[src/rtl/tinyalu_result_packer_pkg.sv]
// rtl/tinyalu_result_packer_pkg.sv - shared record layout, limits and command state enum
package tinyalu_result_packer_pkg;

    localparam int REC_W   = 32;
    localparam int RES_LSB = 0;
    localparam int RES_W   = 16;
    localparam int OP_LSB  = 16;
    localparam int OP_W    = 3;
    localparam int LAT_LSB = 24;
    localparam int LAT_W   = 8;

    localparam logic [LAT_W-1:0] LAT_MAX = 8'd255;

    typedef enum logic {
        ST_IDLE = 1'b0,
        ST_BUSY = 1'b1
    } cmd_state_t;

    // Bits [23:19] stay zero by construction.
    function automatic logic [REC_W-1:0] make_record(
        input logic [LAT_W-1:0] lat,
        input logic [OP_W-1:0]  op,
        input logic [RES_W-1:0] res
    );
        logic [REC_W-1:0] r;
        r = '0;
        r[RES_LSB +: RES_W] = res;
        r[OP_LSB  +: OP_W]  = op;
        r[LAT_LSB +: LAT_W] = lat;
        return r;
    endfunction

endpackage

[src/rtl/tinyalu_cmd_tracker.sv]
// rtl/tinyalu_cmd_tracker.sv - ALU command FSM, latency counter, timeout and spurious-done tracking
module tinyalu_cmd_tracker
    import tinyalu_result_packer_pkg::*;
(
    input  logic              clk_i,
    input  logic              reset_i,
    input  logic              start_i,
    input  logic [OP_W-1:0]   op_i,
    input  logic              done_i,
    input  logic [RES_W-1:0]  result_i,
    output logic              rec_valid,
    output logic [REC_W-1:0]  rec_data,
    output logic [7:0]        spurious_cnt,
    output logic              timeout,
    output cmd_state_t        state_q
);

    logic [LAT_W-1:0] lat_q;
    logic [OP_W-1:0]  op_q;

    always_ff @(posedge clk_i or negedge reset_i) begin
        if (!reset_i) begin
            state_q      <= ST_IDLE;
            lat_q        <= '0;
            op_q         <= '0;
            rec_valid    <= 1'b0;
            rec_data     <= '0;
            spurious_cnt <= '0;
            timeout      <= 1'b0;
        end else begin
            rec_valid <= 1'b0;
            case (state_q)
                ST_IDLE: begin
                    if (done_i && spurious_cnt != 8'hFF)
                        spurious_cnt <= spurious_cnt + 8'd1;
                    if (start_i) begin
                        op_q    <= op_i;
                        lat_q   <= '0;
                        state_q <= ST_BUSY;
                    end
                end
                ST_BUSY: begin
                    // Recorded latency counts BUSY cycles including the done cycle.
                    if (done_i) begin
                        rec_valid <= 1'b1;
                        rec_data  <= make_record((lat_q == LAT_MAX) ? LAT_MAX : lat_q + 8'd1,
                                                 op_q, result_i);
                        state_q   <= ST_IDLE;
                    end else if (lat_q == LAT_MAX) begin
                        timeout <= 1'b1;
                        state_q <= ST_IDLE;
                    end else begin
                        lat_q <= lat_q + 8'd1;
                    end
                end
                default: state_q <= ST_IDLE;
            endcase
        end
    end

endmodule

[src/rtl/tinyalu_result_packer.sv]
// rtl/tinyalu_result_packer.sv - packs ALU result records into wide packets with a held output stage
module tinyalu_result_packer
    import tinyalu_result_packer_pkg::*;
#(
    parameter  int TOTAL_WIDTH = 256,
    localparam int SLOTS       = TOTAL_WIDTH / 32
) (
    input  logic                   clk_i,
    input  logic                   reset_i,
    input  logic                   start_i,
    input  logic [2:0]             op_i,
    input  logic                   done_i,
    input  logic [15:0]            result_i,
    input  logic                   flush_i,
    output logic                   pkt_valid_o,
    input  logic                   pkt_ready_i,
    output logic [TOTAL_WIDTH-1:0] pkt_data_o,
    output logic [3:0]             pkt_count_o,
    output logic [7:0]             drop_cnt_o,
    output logic [7:0]             spurious_cnt_o,
    output logic                   timeout_o
);

    localparam logic [3:0] SLOTS_C = 4'(SLOTS);

    logic                   rec_valid;
    logic [REC_W-1:0]       rec_data;
    cmd_state_t             cmd_state;
    logic [TOTAL_WIDTH-1:0] pack_q;
    logic [3:0]             cnt_q;
    logic                   flush_pend_q;
    logic                   pack_full;
    logic                   out_free;
    logic                   xfer;

    tinyalu_cmd_tracker u_tracker (
        .clk_i        (clk_i),
        .reset_i      (reset_i),
        .start_i      (start_i),
        .op_i         (op_i),
        .done_i       (done_i),
        .result_i     (result_i),
        .rec_valid    (rec_valid),
        .rec_data     (rec_data),
        .spurious_cnt (spurious_cnt_o),
        .timeout      (timeout_o),
        .state_q      (cmd_state)
    );

    always_comb begin
        pack_full = (cnt_q == SLOTS_C);
        out_free  = !pkt_valid_o || pkt_ready_i;
        xfer      = out_free && (pack_full || (flush_pend_q && cnt_q != 4'd0));
    end

    always_ff @(posedge clk_i or negedge reset_i) begin
        if (!reset_i) begin
            pack_q       <= '0;
            cnt_q        <= '0;
            flush_pend_q <= 1'b0;
            pkt_valid_o  <= 1'b0;
            pkt_data_o   <= '0;
            pkt_count_o  <= '0;
            drop_cnt_o   <= '0;
        end else if (xfer) begin
            pkt_data_o   <= pack_q;
            pkt_count_o  <= cnt_q;
            pkt_valid_o  <= 1'b1;
            flush_pend_q <= 1'b0;
            // A record arriving now starts the freshly emptied buffer.
            if (rec_valid) begin
                pack_q <= TOTAL_WIDTH'(rec_data);
                cnt_q  <= 4'd1;
            end else begin
                pack_q <= '0;
                cnt_q  <= 4'd0;
            end
        end else begin
            if (pkt_valid_o && pkt_ready_i)
                pkt_valid_o <= 1'b0;
            if (rec_valid) begin
                if (pack_full) begin
                    if (drop_cnt_o != 8'hFF)
                        drop_cnt_o <= drop_cnt_o + 8'd1;
                end else begin
                    for (int s = 0; s < SLOTS; s++)
                        if (cnt_q == 4'(s))
                            pack_q[s*REC_W +: REC_W] <= rec_data;
                    cnt_q <= cnt_q + 4'd1;
                end
            end
            flush_pend_q <= (cnt_q != 4'd0) && (flush_pend_q || flush_i);
        end
    end

endmodule

[config.mk]
export PLATFORM = sky130hd
export DESIGN_NAME = tinyalu_result_packer
export DESIGN_NICKNAME = d
export VERILOG_FILES = /design/src/rtl/tinyalu_result_packer_pkg.sv /design/src/rtl/tinyalu_cmd_tracker.sv /design/src/rtl/tinyalu_result_packer.sv
export SDC_FILE = /design/constraint.sdc
export NUM_CORES = 1
export LEC_CHECK = 0
export CAP_MARGIN = 20
export CORE_UTILIZATION = 54
export DETAILED_ROUTE_END_ITERATION = 10
export PLACE_DENSITY = 0.76
export SYNTH_ARGS = -nofsm -noshare
export SYNTH_HDL_FRONTEND = slang
export SYNTH_SLANG_ARGS = --single-unit
[constraint.sdc]
create_clock -name clk_i -period 2.7 [get_ports clk_i]
set_clock_uncertainty 0.1 [all_clocks]
set_input_delay 0.405 -clock clk_i [delete_from_list [all_inputs] [get_ports clk_i]]
set_output_delay 0.405 -clock clk_i [all_outputs]
set_load 0.01 [all_outputs]
Yosys cells after proc, flatten, opt, wreduce, memory -nomap -nowiden. Index checks and enable logic that the tools add are counted.

Register bits: 579. Logic and storage cells: 109.

Add/subtract/negate cells: 4. Equal/unequal tests: 15. Multiplexer cells: 30. Bitwise operators: 3. Reductions and logical operators: 36.

Operator list (number): two-way mux 256 bit (3); two-way mux 32 bit (9); two-way mux 8 bit (4); AND reduction 3 bit (10); adder 8 x 1 -> 8 bit (second input constant) (3); nonzero test 2 bit (10); == test 4 x 3 -> 1 bit (second input constant) (4); != test 8 bit (second input constant) (2); one-hot mux 8 bit (2 select lines) (1); two-way mux 4 bit (3); two-way mux 1 bit (9); == test 4 x 2 -> 1 bit (second input constant) (2); == test 8 bit (second input constant) (1); AND reduction 2 bit (4); != test 2 bit (second input constant) (3); logical AND 1 bit (5); adder 4 x 1 -> 4 bit (second input constant) (1); == test 4 x 1 -> 1 bit (second input constant) (1); == test 4 bit (second input constant) (1); logical NOT 4 bit (1); AND reduction 4 bit (1); nonzero test 4 bit (1); logical OR 1 bit (3); NOT 1 bit (3); 3 further kinds (3).

Depth between registers and ports, before layout. Gate-level depths: netlist of the first run.

Depth in word-level cells: 6. Mapped depth: 9. Depth with buffers taken out: 6.

By module. A second synthesis of the first run with hierarchy kept.

Cell total of the unflattened synthesis: 1932. Area, all modules: 23334.9 µm².

By module, submodules not included: tinyalu_result_packer (instances 1, cells each 1717, area each 21201.6 µm², seq. area each 13262.7 µm²); tinyalu_cmd_tracker (instances 1, cells each 215, area each 2133.3 µm², seq. area each 1226.2 µm²).

Worst setup path before layout of the first run. OpenSTA, ideal clock, no wires.

Kind: reg2reg. From: reg cnt_q[0]. To: reg pkt_data_o[100]. Library setup time: 125 ps. Arrival: 2011 ps. Data required time: 2475 ps. Path slack: 464 ps. Cell stages (with the launch flop): 10. Path through: dfrtp_1 > inv_1 > ha_1 > and3b_2 > a21oi_2 > or2_1 > buf_2 > buf_6 > buf_6 > mux2_4.

Longest elaborated chain between the ends: 4. Elaborated cells on any way between the ends: 5. Those cells by class: eq/ne (1); reduce/logical (4).

RTL lines: start, declared (line tinyalu_result_packer.sv:30) `logic [3:0] cnt_q;`; start signal, assigned (line tinyalu_result_packer.sv:89) `cnt_q <= cnt_q + 4'd1;`; nonzero test 4 bit (line tinyalu_result_packer.sv:53) `xfer = out_free && (pack_full || (flush_pend_q && cnt_q != 4'd0));`; logical AND 1 bit (line tinyalu_result_packer.sv:53); logical OR 1 bit (*) (line tinyalu_result_packer.sv:53); logical AND 1 bit (*) (line tinyalu_result_packer.sv:53); end signal, assigned (line tinyalu_result_packer.sv:66) `pkt_data_o <= pack_q;`; end, declared (line tinyalu_result_packer.sv:17) `output logic [TOTAL_WIDTH-1:0] pkt_data_o,`.

Mark *: on every way between the ends. The rest lies on a longest branch, timed or not. A chain may end at the register's enable or synchronous reset.

Worst setup path in the final report of the first run.
From: reg cnt_q[0]. To: reg pkt_data_o[121].

Same word-level chain as after synthesis.

==> results.py, run 1 <==
metrics = {
    "grt": {
        "antenna_found_initial": 0,
        "first_pass_grt_wire_length_microns": 82170,
        "overflow_left_after_global_routing": 0,
        "grt_pass1_vias": 13950,
        "grt_use_total": 0.2785,
        "grt_max_degree": 78,
    },
    "synth": {
        "ys.warnings.count": 0,
        "synth-edff-count": 0,
        "synth_cell_count_leaders": "499 x sky130_fd_sc_hd__dfrtp_1, 476 x sky130_fd_sc_hd__nand2_1, 199 x sky130_fd_sc_hd__a21oi_1, 174 x sky130_fd_sc_hd__mux2_4, 78 x sky130_fd_sc_hd__clkbuf_1",
        "yosys.area.top_type": "sky130_fd_sc_hd__dfrtp_1",
        "library_cell_with_the_highest_instance_count_after_synthesis": "sky130_fd_sc_hd__dfrtp_1",
        "ys_seq_area_frac": 0.6062,
        "avgSynthCellArea_sq_um": 11.67,
        "synthesis.instances": 1765,
        "yosysTopAreaCellShare": 0.6062,
        "netlist_top_cells_area": "sky130_fd_sc_hd__dfrtp_1 61%, sky130_fd_sc_hd__mux2_4 13%, sky130_fd_sc_hd__nand2_1 8.7%",
        "synth_async_sr_flop_share": 1.000,
        "synth.ff_latch_count": 499,
        "yosys.cell_types.count": 41,
        "postSynth.topFlopCell": "sky130_fd_sc_hd__dfrtp_1",
        "syn-cell-area_sq_mm": 0.02060,
    },
    "final_layout": {
        "synthToLayoutAreaGrowth_pct": 23.55,
        "antennaDiodeCount": 0,
        "final.fill_count": 2675,
        "final_layout_size_suffix_gt1_frac": 0.1730,
        "num-nets-final": 2039,
        "stdcell_count": 2557,
    },
    "route": {
        "totalWireLength_microns": 53490,
        "remaining_drc_errors": 4,
        "dr.first_iter.drc_count": 993,
        "antenna_violating_nets_post_route": 0,
        "drt_pass1_iterations": 8,
        "num_vias": 14070,
        "post_dr_wirelength_cell_microns": 20.92,
        "routed_via_density": 5.501,
    },
    "setup_path": {
        "critPathCaptureType": "register",
        "cp_slowest_stage_delay_ns": 0.47,
        "cp.arrival_ns": 2.91,
        "timing.critical_path.slowest_stage_cell": "sky130_fd_sc_hd__dfrtp_1",
        "worst_setup_path_start_kind": "register",
        "critPathMaxFanout": 21,
        "path_cells": "inv_1 -> ha_1 -> and3b_2 -> a21oi_2 -> or2_4 -> buf_12 -> buf_4 -> mux2_4",
        "crit_required_ns": 3.04,
        "crit_type": "register to register",
    },
    "status": {
        "failed_checks": "design-rule violations",
        "status": "complete, but fails checks",
    },
    "floorplanning": {
        "placementRows": 71,
        "floorplan_die_height_microns": 197.3,
        "core_sq_mm": 0.03758,
        "num_io_pins": 303,
        "die-area_sq_mm": 0.03893,
        "fp.dieW_microns": 197.3,
        "initial_utilization": 0.5482,
    },
    "worst_hold_path": {
        "hold_path_class": "input pin to register",
    },
    "power": {
        "netSwitchingFraction": 0.3226,
        "power.density_cell_area_mw_per_mm2": 988.3,
        "ir_worst_vdd_uv": 535.0,
        "seq_power_share": 0.426,
        "static-leakage-power_nw": 12.11,
        "p_switching_mw": 8.115,
        "power.share.clock": 0.288,
        "p_int_mw": 17.04,
        "comb_power_share": 0.287,
        "total_power_mw": 25.15,
    },
    "place": {
        "pre_cts_slack_ns": 0.1737,
        "placedCellCount": 2465,
        "place.port_buffers": 262,
        "finalWeightedCongestion": 0.8413,
        "hpwl_microns": 34320,
    },
    "clock_tree": {
        "cts-buffers-inserted": 50,
        "clock_tree_from_tritoncts": "yes",
        "number_of_h_tree_levels": 2,
        "clkSlewWorstSetupHoldPaths_ns": 0.07,
        "cts_setup_buffers": 0,
        "clock_insertion_delay_worst_skew_ns": 0.57,
        "clock_sink_total": 499,
        "cts-root-to-sink-buffers": 3,
        "root_cell_of_the_clock_tree": "sky130_fd_sc_hd__clkbuf_16",
    },
    "timing": {
        "final_min_period_over_clock_period": 0.9527,
        "max_freq_mhz": 388.8,
        "final_worst_setup_slack_ns": 0.1277,
        "rsz0062_at_grt": "false",
        "setup-violations-final": 0,
        "worst_pin_slew_ns": 0.8756,
        "minimum_period_implied_by_the_final_worst_setup_slack_ns": 2.572,
        "timing.final.max_slew_violations": 0,
        "final_hold_viol_count": 0,
        "setup-tns-final_ns": 0,
        "slew_headroom": 0.4162,
        "hold_slack_ns": 0.2602,
    },
    "run": {
        "max_cap_viol_count": 0,
    },
}
state kept, by name (all words and copies together), names as in the netlist:
register	count
pkt_valid_o	1
pack_q	216
cnt_q	4
u_tracker.timeout	1
u_tracker.spurious_cnt	8
u_tracker.op_q	3
pkt_data_o	216
u_tracker.rec_data	27
flush_pend_q	1
u_tracker.lat_q	8
u_tracker.state_q	1
u_tracker.rec_valid	1
pkt_count_o	4
drop_cnt_o	8
cell type report:
type                       instances  area (sq um)  area share
clock buffer                      75          1519     0.05969
clock inverter                    16         217.7    0.008555
multi-input combinational       1115          7242      0.2846
sequential                       499         12490      0.4907
inverter                          21         78.83    0.003097
tap                              511         639.4     0.02512
timing repair buffer             320          3266      0.1283
layout by cell type, fill, tap and decap left out, types with 7 or more instances in the layout:
cell                              count
sky130_fd_sc_hd__nand2_1            476
sky130_fd_sc_hd__ha_1                 7
sky130_fd_sc_hd__nor2_1              20
sky130_fd_sc_hd__clkbuf_1            11
sky130_fd_sc_hd__nor3_1               7
sky130_fd_sc_hd__a32o_1              13
sky130_fd_sc_hd__clkbuf_8            11
sky130_fd_sc_hd__mux2i_1             17
sky130_fd_sc_hd__nand3_1             25
sky130_fd_sc_hd__xor2_1              15
sky130_fd_sc_hd__dfrtp_1            499
sky130_fd_sc_hd__mux2_2              32
sky130_fd_sc_hd__conb_1              40
sky130_fd_sc_hd__clkinv_2             7
sky130_fd_sc_hd__buf_4               41
sky130_fd_sc_hd__o21ai_0             41
sky130_fd_sc_hd__inv_1               20
sky130_fd_sc_hd__a21oi_1            199
sky130_fd_sc_hd__clkdlybuf4s50_1    261
sky130_fd_sc_hd__buf_12              16
sky130_fd_sc_hd__clkbuf_16           53
sky130_fd_sc_hd__mux2_4             174
worst paths after layout:
kind,depth (start not counted),to,startpoint,slack [ns]
setup / recovery,8,pkt_data_o[121],cnt_q[0],0.13
hold / removal,3,u_tracker.rec_data[14],result_i[14],0.26
setup reg to reg,8,pkt_data_o[121],cnt_q[0],0.13
hold reg to reg,1,u_tracker.timeout,u_tracker.timeout,0.37
max in group asynchronous,3,pack_q[143],reset_i,1.34
min in group asynchronous,2,pkt_data_o[171],reset_i,0.33
per-stage QoR:
stage,utilization,instance area [sq um]
2_1_floorplan,-,20740
3_3_place_gp,0.6308,23700
3_5_place_dp,0.6308,23700
4_1_cts,0.6773,25450
5_1_grt,0.6773,25450
6_report,0.6773,25450
kinds of logic after synthesis:
logic type | after synthesis | share of synthesized area
flip-flops | 499 | 0.6062
XOR/XNOR | 19 | 0.008079
adder cells (fa/ha/maj) | 7 | 0.004252
other | 1 | 0.0001821
multiplexers | 224 | 0.1531
AO/OA/AOI/OAI | 265 | 0.06870
AND/OR/NAND/NOR | 560 | 0.1087
buffers and inverters | 190 | 0.05078
power groups by stage:
stage                     clock network [mW]  logic, mW  registers [mW]
after detailed placement                   0       7.19            10.8
after global placement                     0       7.03            10.7
after floorplan                            0       4.51            10.2
after global routing                    7.66       7.73            10.8
after CTS                               7.33       7.25            10.7
final                                   7.24       7.21            10.7
critical path, delay by kind of cell (launching register included):
family / cells / cell delay, ns
AO/OA/AOI/OAI: 1 / 0.13
flip-flops: 1 / 0.47
multiplexers: 1 / 0.34
buffers and inverters: 3 / 0.66
AND/OR/NAND/NOR: 2 / 0.43
adder cells (fa/ha/maj): 1 / 0.29
per-layer routing:
layer / routed length [microns] / global-route usage / vias up
li1: - / - / 6255
met1: 21990 / 0.3810 / 7145
met2: 25410 / 0.4387 / 552
met3: 4144 / 0.06198 / 115
met4: 1946 / 0.1008 / 0
met5: 0 / 0 / -
timing repair:
item,CTS,global route
hold endpoints to repair,57,0
gates resized for setup,0,0
hold buffers,1,0
Note: power is estimated with default switching activity, not from simulation.
==> run 2: changes to the inputs <==
--- a/config.mk
+++ b/config.mk
@@ -5,7 +5,6 @@
 export SDC_FILE = /design/constraint.sdc
 export NUM_CORES = 1
 export LEC_CHECK = 0
-export CAP_MARGIN = 20
 export CORE_UTILIZATION = 54
 export DETAILED_ROUTE_END_ITERATION = 10
 export PLACE_DENSITY = 0.76
==> results of run 2 <==
The final DEF is identical to that of run 1; final timing and power are the same.
==> run 3: changes to the inputs <==
--- a/config.mk
+++ b/config.mk
@@ -5,9 +5,10 @@
 export SDC_FILE = /design/constraint.sdc
 export NUM_CORES = 1
 export LEC_CHECK = 0
-export CORE_UTILIZATION = 54
+export CORE_UTILIZATION = 60
 export DETAILED_ROUTE_END_ITERATION = 10
-export PLACE_DENSITY = 0.76
+export DONT_BUFFER_PORTS = 1
+export PLACE_DENSITY = 0.73
 export SYNTH_ARGS = -nofsm -noshare
 export SYNTH_HDL_FRONTEND = slang
 export SYNTH_SLANG_ARGS = --single-unit
==> results.py, run 3 (synthesis results as in run 1) <==
metrics = {
    "place": {
        "hpwl_microns": 30570,
        "finalWeightedCongestion": 0.8633,
        "place.port_buffers": 0,
        "pre_cts_slack_ns": 0.2496,
    },
    "setup_path": {
        "path_cells": "inv_1 -> ha_1 -> and3b_2 -> a21oi_2 -> or2_4 -> buf_4 -> mux2_2",
        "timing.critical_path.slowest_stage_cell": "sky130_fd_sc_hd__dfrtp_1",
        "cp_slowest_stage_delay_ns": 0.45,
        "crit_required_ns": 3.04,
        "critPathMaxFanout": 28,
        "worst_setup_path_start_kind": "register",
        "setup.reg_to_reg.worst_slack_ns": 0.23,
        "cp.arrival_ns": 2.81,
        "critPathCaptureType": "register",
        "crit_type": "register to register",
    },
    "grt": {
        "overflow_left_after_global_routing": 0,
        "antenna_found_initial": 0,
        "first_pass_grt_wire_length_microns": 77730,
        "grt_max_degree": 500,
        "grt_pass1_vias": 12720,
        "grt_use_total": 0.2906,
    },
    "power": {
        "ir_worst_vdd_uv": 780.3,
        "static-leakage-power_nw": 11.05,
        "power.density_cell_area_mw_per_mm2": 1016,
    },
    "run": {
        "max_cap_viol_count": 0,
    },
    "timing": {
        "hold_slack_ns": -0.5413,
        "final_min_period_over_clock_period": 0.9148,
        "worst_pin_slew_ns": 1.029,
        "setup-tns-final_ns": 0,
        "max_freq_mhz": 404.9,
        "timing.final.max_slew_violations": 0,
        "setup-violations-final": 0,
        "minimum_period_implied_by_the_final_worst_setup_slack_ns": 2.470,
        "final_hold_viol_count": 499,
        "rsz0062_at_grt": "false",
        "slew_headroom": 0.3137,
        "final_worst_setup_slack_ns": 0.2302,
    },
    "floorplanning": {
        "initial_utilization": 0.6128,
        "core_sq_mm": 0.03362,
        "num_io_pins": 303,
        "placementRows": 67,
        "floorplan_die_height_microns": 187.3,
        "fp.dieW_microns": 187.3,
        "die-area_sq_mm": 0.03508,
    },
    "final_layout": {
        "antennaDiodeCount": 0,
        "num-nets-final": 1774,
        "synthToLayoutAreaGrowth_pct": 9.148,
        "final_layout_size_suffix_gt1_frac": 0.1834,
        "most_common_cell_after_layout_fill_and_taps_aside": "sky130_fd_sc_hd__dfrtp_1",
        "layout_common_cells": "499 x sky130_fd_sc_hd__dfrtp_1, 476 x sky130_fd_sc_hd__nand2_1, 199 x sky130_fd_sc_hd__a21oi_1",
        "largestRegisters": "pack_q (216), pkt_data_o (216), u_tracker.rec_data (27)",
    },
    "clock_tree": {
        "ctsHoldBuffers": 20,
        "clkSlewWorstSetupHoldPaths_ns": 0.06,
        "number_of_h_tree_levels": 2,
        "cts-root-to-sink-buffers": 3,
        "cts-buffers-inserted": 49,
        "clock_tree_from_tritoncts": "yes",
        "clock_insertion_delay_worst_skew_ns": 0.56,
        "clock_sink_total": 499,
        "root_cell_of_the_clock_tree": "sky130_fd_sc_hd__clkbuf_16",
    },
    "route": {
        "dr.first_iter.drc_count": 1127,
        "totalWireLength_microns": 50140,
        "remaining_drc_errors": 0,
        "drt_pass1_iterations": 5,
        "num_vias": 12920,
        "antenna_violating_nets_post_route": 0,
        "routed_via_density": 5.803,
        "post_dr_wirelength_cell_microns": 22.52,
    },
    "status": {
        "failed_checks": "negative hold slack",
        "status": "complete, but fails checks",
    },
    "worst_hold_path": {
        "hold_path_class": "input pin to asynchronous set/reset pin",
    },
}
run 3: critical path, delay by kind of cell, from the launching register on:
kind            cells  cell delay, ns
compound gates      1            0.12
simple gates        2            0.46
mux                 1            0.39
buf+inv             2            0.50
fa+ha+maj           1            0.29
flops               1            0.45
run 3: final timing paths:
check	end	from	cells after the start
max	pkt_data_o[27]	cnt_q[0]	7
min	pkt_data_o[169]	reset_i	0
max reg2reg	pkt_data_o[27]	cnt_q[0]	7
min reg2reg	u_tracker.rec_data[17]	u_tracker.op_q[1]	2
max in group asynchronous	u_tracker.rec_data[24]	reset_i	0
min in group clk_i	u_tracker.lat_q[2]	done_i	3
run 3: layer usage:
metal / up-vias / track usage / wire, microns
met1: 6611 / 0.3982 / 20900
met3: 102 / 0.07148 / 4041
met2: 477 / 0.4570 / 23480
met4: 0 / 0.09710 / 1711
li1: 5727 / - / -
met5: - / 0 / 0
run 3: area by class of cell:
class                   count  area, sq um
clock buffers              71         1399
well taps                 448        560.5
fillers                  2466        11130
inverters                  21        78.83
multi-input cells        1115         7242
flip-flops and latches    499        12490
clock inverters            16        157.7
repair buffers             56        558.0
run 3: power by group:
part | switching (mW) | internal [mW] | total [mW] | leakage, nW
Sequential | 2.19 | 9.00 | 11.2 | 6.84
Combinational | 2.66 | 2.36 | 5.03 | 3.44
Clock | 2.77 | 3.87 | 6.63 | 0.773
run 3: timing repair:
item	4_1_cts	5_1_grt
gates resized for setup	0	0
hold endpoints to repair	519	499
setup buffers	0	0
run 3: stage by stage:
stage | util | area, sq um | hold WS (ns) | instances | total power [mW]
2_1_floorplan | - | 20740 | 0.009409 | 1804 | 14.68
3_5_place_dp | 0.6166 | 20730 | 0.02608 | 2119 | 16.29
4_1_cts | 0.6688 | 22480 | -0.5591 | 2226 | 22.93
3_3_place_gp | 0.6166 | 20730 | 0.02476 | 2119 | 16.06
5_1_grt | 0.6688 | 22480 | -0.5666 | 2226 | 23.80
6_report | 0.6688 | 22480 | -0.5413 | 2226 | 22.85
